`config.mk`:
```
export PLATFORM = sky130hd
export DESIGN_NAME = pattern_gen_flat
export DESIGN_NICKNAME = d
export VERILOG_FILES = /design/src/rtl/pattern_gen_if.sv /design/src/rtl/pattern_gen.sv /design/src/flat_wrapper.sv
export SDC_FILE = /design/constraint.sdc
export NUM_CORES = 1
export LEC_CHECK = 0
export BUFFER_PORTS_ARGS = -buffer_cell sky130_fd_sc_hd__buf_2
export CAP_MARGIN = 0
export CORE_ASPECT_RATIO = 1.2
export CORE_MARGIN = 3
export CORE_UTILIZATION = 35
export DETAILED_ROUTE_END_ITERATION = 10
export GPL_ROUTABILITY_DRIVEN = 1
export GPL_TIMING_DRIVEN = 0
export SLEW_MARGIN = 15
export SYNTH_ARGS = -nofsm -noshare
export SYNTH_HDL_FRONTEND = slang
export SYNTH_SLANG_ARGS = --single-unit
```
`constraint.sdc`:
```
create_clock -name clk -period 2.62 [get_ports clk]
set_input_delay 0.524 -clock clk [delete_from_list [all_inputs] [get_ports clk]]
set_output_delay 0.524 -clock clk [all_outputs]
set_load 0.005 [all_outputs]
```
`src/rtl/pattern_gen_if.sv`:
```
// Sample stream between pattern_gen and its consumer: data/valid forward, ready back.
interface pattern_gen_if #(
    parameter int WIDTH = 8
);
    logic [WIDTH-1:0] data;
    logic             valid;
    logic             ready;

    modport master (output data, output valid, input ready);
    modport slave  (input data, input valid, output ready);
endinterface

```
`src/rtl/pattern_gen.sv`:
```
// Test-pattern source: TOGGLE / RAMP / HOLD / LFSR samples over a valid/ready stream
// with a programmable idle gap between an accepted sample and the next one.
module pattern_gen #(
    parameter int               WIDTH    = 8,
    parameter int               PERIOD_W = 8,
    parameter int               CNT_W    = 16,
    parameter int               STEP     = 1,
    parameter logic [WIDTH-1:0] TAPS     = 8'hB8
) (
    input  logic                clk,
    input  logic                reset_n,
    input  logic                en,
    input  logic [1:0]          mode,
    input  logic [PERIOD_W-1:0] period,
    input  logic [WIDTH-1:0]    low_val,
    input  logic [WIDTH-1:0]    high_val,
    pattern_gen_if.master       strm,
    output logic                busy,
    output logic [CNT_W-1:0]    sample_cnt
);

    typedef enum logic [1:0] {
        S_IDLE    = 2'd0,
        S_PRESENT = 2'd1,
        S_WAIT    = 2'd2
    } state_t;

    localparam logic [1:0]          M_TOGGLE = 2'd0;
    localparam logic [1:0]          M_RAMP   = 2'd1;
    localparam logic [1:0]          M_HOLD   = 2'd2;
    localparam logic [1:0]          M_LFSR   = 2'd3;
    localparam logic [WIDTH:0]      STEP_X   = (WIDTH + 1)'(STEP);
    localparam logic [WIDTH-1:0]    DATA_ONE = {{(WIDTH - 1){1'b0}}, 1'b1};
    localparam logic [PERIOD_W-1:0] GAP_ONE  = {{(PERIOD_W - 1){1'b0}}, 1'b1};
    localparam logic [CNT_W-1:0]    CNT_ONE  = {{(CNT_W - 1){1'b0}}, 1'b1};

    state_t              r_state, w_state_nxt;
    logic [WIDTH-1:0]    r_data, w_data_nxt;
    logic [PERIOD_W-1:0] r_gap, w_gap_nxt;
    logic [CNT_W-1:0]    r_cnt, w_cnt_nxt;
    logic                r_valid;
    logic                r_busy;
    logic                w_load_cfg;
    logic [1:0]          r_mode;
    logic [PERIOD_W-1:0] r_period;
    logic [WIDTH-1:0]    r_low;
    logic [WIDTH-1:0]    r_high;

    function automatic logic [WIDTH-1:0] first_sample(
        input logic [1:0]       m,
        input logic [WIDTH-1:0] lo,
        input logic [WIDTH-1:0] hi
    );
        case (m)
            M_TOGGLE: first_sample = lo;
            M_RAMP:   first_sample = lo;
            M_HOLD:   first_sample = hi;
            M_LFSR:   first_sample = (lo == '0) ? DATA_ONE : lo;
            default:  first_sample = lo;
        endcase
    endfunction

    // RAMP sums one bit wider so data+STEP cannot wrap before the limit compare.
    function automatic logic [WIDTH-1:0] next_sample(
        input logic [WIDTH-1:0] cur,
        input logic [1:0]       m,
        input logic [WIDTH-1:0] lo,
        input logic [WIDTH-1:0] hi
    );
        logic [WIDTH:0]   sum;
        logic [WIDTH-1:0] shifted;
        sum     = {1'b0, cur} + STEP_X;
        shifted = {cur[WIDTH-2:0], ^(cur & TAPS)};
        case (m)
            M_TOGGLE: next_sample = (cur == lo) ? hi : lo;
            M_RAMP:   next_sample = (sum > {1'b0, hi}) ? lo : sum[WIDTH-1:0];
            M_HOLD:   next_sample = hi;
            M_LFSR:   next_sample = (shifted == '0) ? DATA_ONE : shifted;
            default:  next_sample = lo;
        endcase
    endfunction

    // Next-state, next-sample, gap and counter decisions.
    always_comb begin
        w_state_nxt = r_state;
        w_data_nxt  = r_data;
        w_gap_nxt   = r_gap;
        w_cnt_nxt   = r_cnt;
        w_load_cfg  = 1'b0;
        case (r_state)
            S_IDLE: begin
                if (en) begin
                    w_load_cfg  = 1'b1;
                    w_data_nxt  = first_sample(mode, low_val, high_val);
                    w_state_nxt = S_PRESENT;
                end else begin
                    w_state_nxt = S_IDLE;
                end
            end
            S_PRESENT: begin
                if (strm.ready) begin
                    w_cnt_nxt = r_cnt + CNT_ONE;
                    if (!en) begin
                        w_state_nxt = S_IDLE;
                    end else if (r_period == '0) begin
                        w_data_nxt = next_sample(r_data, r_mode, r_low, r_high);
                    end else begin
                        w_state_nxt = S_WAIT;
                        w_gap_nxt   = r_period;
                    end
                end else begin
                    w_state_nxt = S_PRESENT;
                end
            end
            S_WAIT: begin
                if (!en) begin
                    w_state_nxt = S_IDLE;
                    w_gap_nxt   = '0;
                end else if (r_gap == GAP_ONE) begin
                    w_data_nxt  = next_sample(r_data, r_mode, r_low, r_high);
                    w_state_nxt = S_PRESENT;
                    w_gap_nxt   = '0;
                end else begin
                    w_gap_nxt = r_gap - GAP_ONE;
                end
            end
            default: begin
                w_state_nxt = S_IDLE;
                w_gap_nxt   = '0;
            end
        endcase
    end

    // State register.
    always_ff @(posedge clk or negedge reset_n) begin
        if (!reset_n) begin
            r_state <= S_IDLE;
        end else begin
            r_state <= w_state_nxt;
        end
    end

    // Datapath and registered outputs; valid/busy are decoded from the next state.
    always_ff @(posedge clk or negedge reset_n) begin
        if (!reset_n) begin
            r_data  <= '0;
            r_gap   <= '0;
            r_cnt   <= '0;
            r_valid <= 1'b0;
            r_busy  <= 1'b0;
        end else begin
            r_data  <= w_data_nxt;
            r_gap   <= w_gap_nxt;
            r_cnt   <= w_cnt_nxt;
            r_valid <= (w_state_nxt == S_PRESENT);
            r_busy  <= (w_state_nxt != S_IDLE);
        end
    end

    // Run configuration, captured only when leaving IDLE.
    always_ff @(posedge clk or negedge reset_n) begin
        if (!reset_n) begin
            r_mode   <= 2'd0;
            r_period <= '0;
            r_low    <= '0;
            r_high   <= '0;
        end else if (w_load_cfg) begin
            r_mode   <= mode;
            r_period <= period;
            r_low    <= low_val;
            r_high   <= high_val;
        end else begin
            r_mode   <= r_mode;
            r_period <= r_period;
            r_low    <= r_low;
            r_high   <= r_high;
        end
    end

    assign strm.data   = r_data;
    assign strm.valid  = r_valid;
    assign busy        = r_busy;
    assign sample_cnt  = r_cnt;

endmodule

```
`src/flat_wrapper.sv`:
```
// flat-port wrapper written by rule: the top's interface ports become plain ports
module pattern_gen_flat 
#(
    parameter int               WIDTH    = 8,
    parameter int               PERIOD_W = 8,
    parameter int               CNT_W    = 16,
    parameter int               STEP     = 1,
    parameter logic [WIDTH-1:0] TAPS     = 8'hB8
)
  (clk, reset_n, en, mode, period, low_val, high_val, busy, sample_cnt, strm_data, strm_valid, strm_ready);
  pattern_gen_if #(.WIDTH(WIDTH)) strm_i ();
  input  logic clk;
  input  logic reset_n;
  input  logic en;
  input  logic [1:0] mode;
  input  logic [PERIOD_W-1:0] period;
  input  logic [WIDTH-1:0] low_val;
  input  logic [WIDTH-1:0] high_val;
  output logic busy;
  output logic [CNT_W-1:0] sample_cnt;
  output wire logic [$bits(strm_i.data)-1:0] strm_data;
  output wire logic [$bits(strm_i.valid)-1:0] strm_valid;
  input wire logic [$bits(strm_i.ready)-1:0] strm_ready;
  assign strm_data = strm_i.data;
  assign strm_valid = strm_i.valid;
  assign strm_i.ready = strm_ready;
  pattern_gen #(.WIDTH(WIDTH), .PERIOD_W(PERIOD_W), .CNT_W(CNT_W), .STEP(STEP), .TAPS(TAPS)) u_core (.clk(clk), .reset_n(reset_n), .en(en), .mode(mode), .period(period), .low_val(low_val), .high_val(high_val), .strm(strm_i), .busy(busy), .sample_cnt(sample_cnt));
endmodule
```
-- Yosys cells after proc, flatten, opt, wreduce, memory -nomap -nowiden
Cells that the tools add are included.
- bitwise logic cells: 1
- multiplexer cells: 28
- reductions and logical operators: 13
- $add $sub $neg: 3
- equality and inequality tests: 18
- order comparisons: 1
- operators by type and width (cell ; count):
    8-bit 2-to-1 mux ; 15
    8-bit one-hot mux with 3 select lines ; 3
    8-bit one-hot mux with 4 select lines ; 1
    8-bit logical NOT ; 3
    16-bit by 1-bit adder with 16-bit output (second input constant) ; 1
    2-bit == test (second input constant) ; 5
    2-bit 2-to-1 mux ; 5
    2-bit inequality test (second input constant) ; 5
    8-bit by 1-bit adder with 9-bit output (second input constant) ; 1
    9-bit by 8-bit > comparator with 1-bit output ; 1
    2-bit by 1-bit == test with 1-bit output (second input constant) ; 4
    8-bit by 1-bit == test with 1-bit output (second input constant) ; 1
    8-bit == test ; 1
    8-bit XOR reduction ; 1
    8-bit by 1-bit subtractor with 8-bit output (second input constant) ; 1
    7-bit AND reduction ; 1
    2-bit logical NOT ; 3
    2-bit one-hot mux with 3 select lines ; 1
    2-bit by 1-bit inequality test with 1-bit output (second input constant) ; 2
    4-bit AND reduction ; 1
    1-bit 2-to-1 mux ; 3
    3-bit nonzero test ; 1
    2-bit AND reduction ; 1
    2-bit nonzero test ; 1
    other kinds (2) ; 2
- register bits after elaboration: 62
- output and inout port bits: 26

-- Depth between registers and ports, before layout
- depth in word-level cells: 8
- gate-level depth with buffers: 11

-- Worst setup path after synthesis
Ideal clock, no wire load.
- path kind: reg2reg
- from: register u_core.r_data[2], in the netlist u_core.strm.data[2]
- to: register u_core.r_data[3], in the netlist u_core.strm.data[3]
- stages on the path, launching flop included: 12
- arrival: 2740 ps
- slack: -197 ps
- setup time: 77 ps
- clock period less this slack: 2817 ps
- cells stage by stage: dfrtp_1 clkbuf_1 and2_1 nand4_1 xnor2_1 ha_1 nand3_1 or3_1 o21ai_0 o21ai_0 mux2_2 a21oi_1
- word-level cells in the longest chain between the ends: 8
- RTL lines (item ; line ; text):
    from (decl) ; pattern_gen.sv:38 ; logic [WIDTH-1:0] r_data, w_data_nxt;
    from (signal assigned) ; pattern_gen.sv:152 ; r_data <= w_data_nxt;
    8-bit by 1-bit adder with 9-bit output ; pattern_gen.sv:72 ; sum = {1'b0, cur} + STEP_X;
    9-bit by 8-bit > comparator with 1-bit output ; pattern_gen.sv:76 ; M_RAMP: next_sample = (sum > {1'b0, hi}) ? lo : sum[WIDTH-1:0];
    8-bit 2-to-1 mux ; pattern_gen.sv:76 ;
    8-bit one-hot mux with 4 select lines (*) ; pattern_gen.sv:74 ; case (m)
    8-bit 2-to-1 mux ; pattern_gen.sv:105 ; end else if (r_period == '0) begin
    8-bit 2-to-1 mux ; pattern_gen.sv:103 ; if (!en) begin
    8-bit 2-to-1 mux ; pattern_gen.sv:101 ; if (strm.ready) begin
    8-bit one-hot mux with 3 select lines (*) ; pattern_gen.sv:90 ; case (r_state)
Every way passes the cells marked *; elsewhere a longest branch is shown, timed or not. The select of a mux whose other input is x is not followed.
A chain may end at the register's enable or synchronous reset.

-- Final worst setup path
- from: register u_core.r_data[0], in the netlist u_core.strm.data[0]
- to: register u_core.r_data[3], in the netlist u_core.strm.data[3]
Same word-level chain as after synthesis.

==> flow_metrics.tcl <==
set metrics [dict create \
    synth_fp_nets 441 \
    r2r-end "u_core.strm.data[3]$_DFFE_PN0P_" \
    ant_nets 0 \
    clock-sinks 62 \
    final_common_cell "dfrtp_1" \
    worst_pin_slew_ns 0.866 \
    antenna_found_initial 0 \
    synth-edff-count 0 \
    fillers 1012 \
    grt_pass1_wl_um 16500 \
    via_count 3250 \
    critPathKind "reg2reg" \
    instances_no_fill 605 \
    grt_pass1_vias 3257 \
    yosys-top-cells-area "dfrtp_1, mux2_2, ha_1" \
    r2r_start "u_core.strm.data[0]$_DFFE_PN0P_" \
    grt_use_total_pct 17.4 \
    synth_fa_ha_area_share_pct 5.60 \
    min_period_over_period_pct 98.6 \
    start_kind "flop" \
    core-area_mm2 0.0106 \
    place_ws_ns -0.448 \
    dieArea_mm2 0.0122 \
    fmax_mhz 387 \
    drv_slew 0 \
    hold_viol 0 \
    gp_congestion 0.899 \
    netlist_area_mm2 0.00380 \
    synth_flop_cell "dfrtp_1" \
    final_util_pct 45.8 \
    clk_path_buf_depth 2 \
    cp.arrival_ns 2.84 \
    hold_path.class "in2async" \
    ir_drop_mv 0.434 \
    cts_max_level 3 \
    end_kind "flop" \
    areaGrowthSynthToFinish_pct 27.3 \
    synthMuxAreaShare_pct 12.0 \
    min_period_ns 2.58 \
    fin_ws_ns 0.0368 \
    skew_ns 0.00576 \
    io_buffers 54 \
    powerDensity_mw_per_mm2 1350 \
    cts_hold_buf 0 \
    nNetsFinal 518 \
    slew_headroom_pct 42.2 \
    yosysTopAreaCellShare_pct 40.8 \
    diodes 0 \
    drc 0 \
    layout_common_cells "dfrtp_1, buf_2, nand2_1" \
    numCtsBuffers 9 \
    clkLatencyLatePin_ns 0.33 \
    die_w_um 101 \
    overflow 0 \
    io_pins 56 \
    rsz0062_at_grt "true" \
    cts_tree "built" \
    first_pass_iters 6 \
    drive_gt1_share_pct 31.3 \
    drtIter0Drc 105 \
    die_h_um 120 \
    ff2ff_path_depth 11 \
    max-cap-violations 0 \
    synth-xor-area-share_pct 7.60 \
    setup_violations 0 \
    post-place-cells 577 \
    rows 41 \
    p_leak_uw 0.00214 \
    synth_cell_types 50 \
    synth_top_family_by_area "simple AND/OR/NAND/NOR gates" \
    start_util_pct 36.0 \
    synth_area_leader_cell "dfrtp_1" \
    clk_pin_slew_ns 0.05 \
    wl_per_cell_um 16.9 \
    drt-total-wl_um 10200 \
    root_buffer "clkbuf_16" \
    synthCells 394 \
    synth_compound_area_share_pct 14.6 \
    yosys_warnings 0 \
    async_flop_share_pct 100 \
    regToRegSetupSlack_ns 0.04 \
    avgSynthCellArea_um2 9.65 \
    timing.setup.tns_ns 0 \
    cp.required_ns 2.88 \
    synthSimpleGateAreaFrac_pct 15.6 \
    vias_per_cell 5.37 \
    outcome "finished, final reports clean" \
    seq_area_frac_synth_pct 40.8 \
    worst-path-max-fanout 7 \
    synth-seq-cells 62 \
    dp_hpwl_um 7330 \
    grt_max_degree 63 \
]
worst max-delay path by stage:
stage / slack [ns] / startpoint / endpoint / cells past startpoint
floorplan: 0.03 / u_core.strm.data[1]$_DFFE_PN0P_ / u_core.strm.data[0]$_DFFE_PN0P_ / 10
global placement: -0.43 / u_core.strm.data[1]$_DFFE_PN0P_ / u_core.strm.data[1]$_DFFE_PN0P_ / 10
detailed placement: -0.45 / u_core.strm.data[1]$_DFFE_PN0P_ / u_core.strm.data[0]$_DFFE_PN0P_ / 10
CTS: 0.01 / u_core.strm.data[3]$_DFFE_PN0P_ / u_core.strm.data[3]$_DFFE_PN0P_ / 11
global route: -0.15 / u_core.strm.data[3]$_DFFE_PN0P_ / u_core.strm.data[0]$_DFFE_PN0P_ / 11
finish: 0.04 / u_core.strm.data[0]$_DFFE_PN0P_ / u_core.strm.data[3]$_DFFE_PN0P_ / 11
area by class of cell:
| cell class | instances | area (µm²) | area share, % |
|---|---|---|---|
| repair buffers | 68 | 378 | 7.81 |
| clock buffers | 12 | 246 | 5.09 |
| flip-flops and latches | 62 | 1560 | 32.1 |
| inverters | 20 | 75.1 | 1.55 |
| multi-input cells | 295 | 2320 | 47.9 |
| plain buffers | 15 | 83.8 | 1.73 |
| clock inverters | 4 | 22.5 | 0.465 |
| well taps | 129 | 161 | 3.34 |
report_power, final:
group	leakage (µW)	internal (µW)	switching, µW	total, µW
Combinational	0.00124	1690	1960	3650
Clock	0.000132	660	414	1070
Sequential	0.000768	1340	448	1790
cell usage after synthesis (2+ instances only):
library cell,n
o21ai_0,23
nand2_1,41
nor4_1,4
dfrtp_1,62
or4_1,2
o21a_1,5
nor2b_1,3
buf_2,3
nand2b_1,4
a21oi_1,15
inv_1,20
a22oi_1,6
a31oi_1,13
nand4_1,4
clkbuf_1,14
mux2i_1,13
ha_1,17
and2_1,4
nor2_1,19
and3_1,4
a211oi_1,2
a22o_1,4
nand3b_1,5
a32oi_1,3
xor2_1,14
o31ai_1,3
xnor2_1,19
mux2_2,29
nand3_1,15
o22ai_1,2
nor3_1,2
or4_4,2
repair_timing:
action | 4_1_cts | 5_1_grt
pin swaps | 5 | 7
hold endpoints to repair | 0 | 0
resized for setup | 22 | 21
setup buffers | 7 | 7
setup endpoints to repair | 8 | 7
cloned | 0 | 0
worst max-delay path, cell delays in order (launching register included):
cell	delay [ns]
dfrtp_2	0.45
and3_4	0.21
nand4_1	0.14
xnor2_2	0.27
ha_4	0.26
buf_4	0.13
inv_1	0.08
o221ai_4	0.15
o21ai_4	0.22
o21ai_4	0.15
mux2_4	0.33
a21oi_2	0.12
sequential cells by signal, summed over array words and instances, names as in the netlist:
signal / count
u_core.r_mode: 2
u_core.strm.valid: 1
u_core.r_gap: 8
u_core.r_low: 8
u_core.r_period: 8
u_core.r_high: 8
u_core.busy: 1
u_core.sample_cnt: 16
u_core.strm.data: 8
u_core.r_state: 2
cell families (layout without fill, tap and decap cells):
family / Yosys count / in the layout
and+or+nand+nor: 116 / 116
buffers and inverters: 37 / 119
muxes: 42 / 42
xor gates and xnor gates: 33 / 33
AOI/OAI and AO/OA: 87 / 87
adders and majority gates: 17 / 17
DFF: 62 / 62
stage by stage:
step / total power [µW] / cell area [µm²] / hold slack (ns)
floorplan: 3800 / 3810 / 0.228
global placement: 4600 / 4240 / 0.459
detailed placement: 4660 / 4240 / 0.466
CTS: 6100 / 4660 / 0.323
global route: 7010 / 4840 / 0.359
finish: 6520 / 4840 / 0.269
layer usage:
| layer | wire (µm) | vias up | global-route usage, % | part of all wire [%] |
|---|---|---|---|---|
| met5 | 0 | - | 0 | 0 |
| met1 | 4340 | 1580 | 21.5 | 43 |
| met2 | 5230 | 80 | 29.2 | 51 |
| li1 | - | 1575 | - | - |
| met3 | 409 | 15 | 3.31 | 4.0 |
| met4 | 221 | 0 | 7.73 | 2.2 |
(Power assumes the default switching activity.)
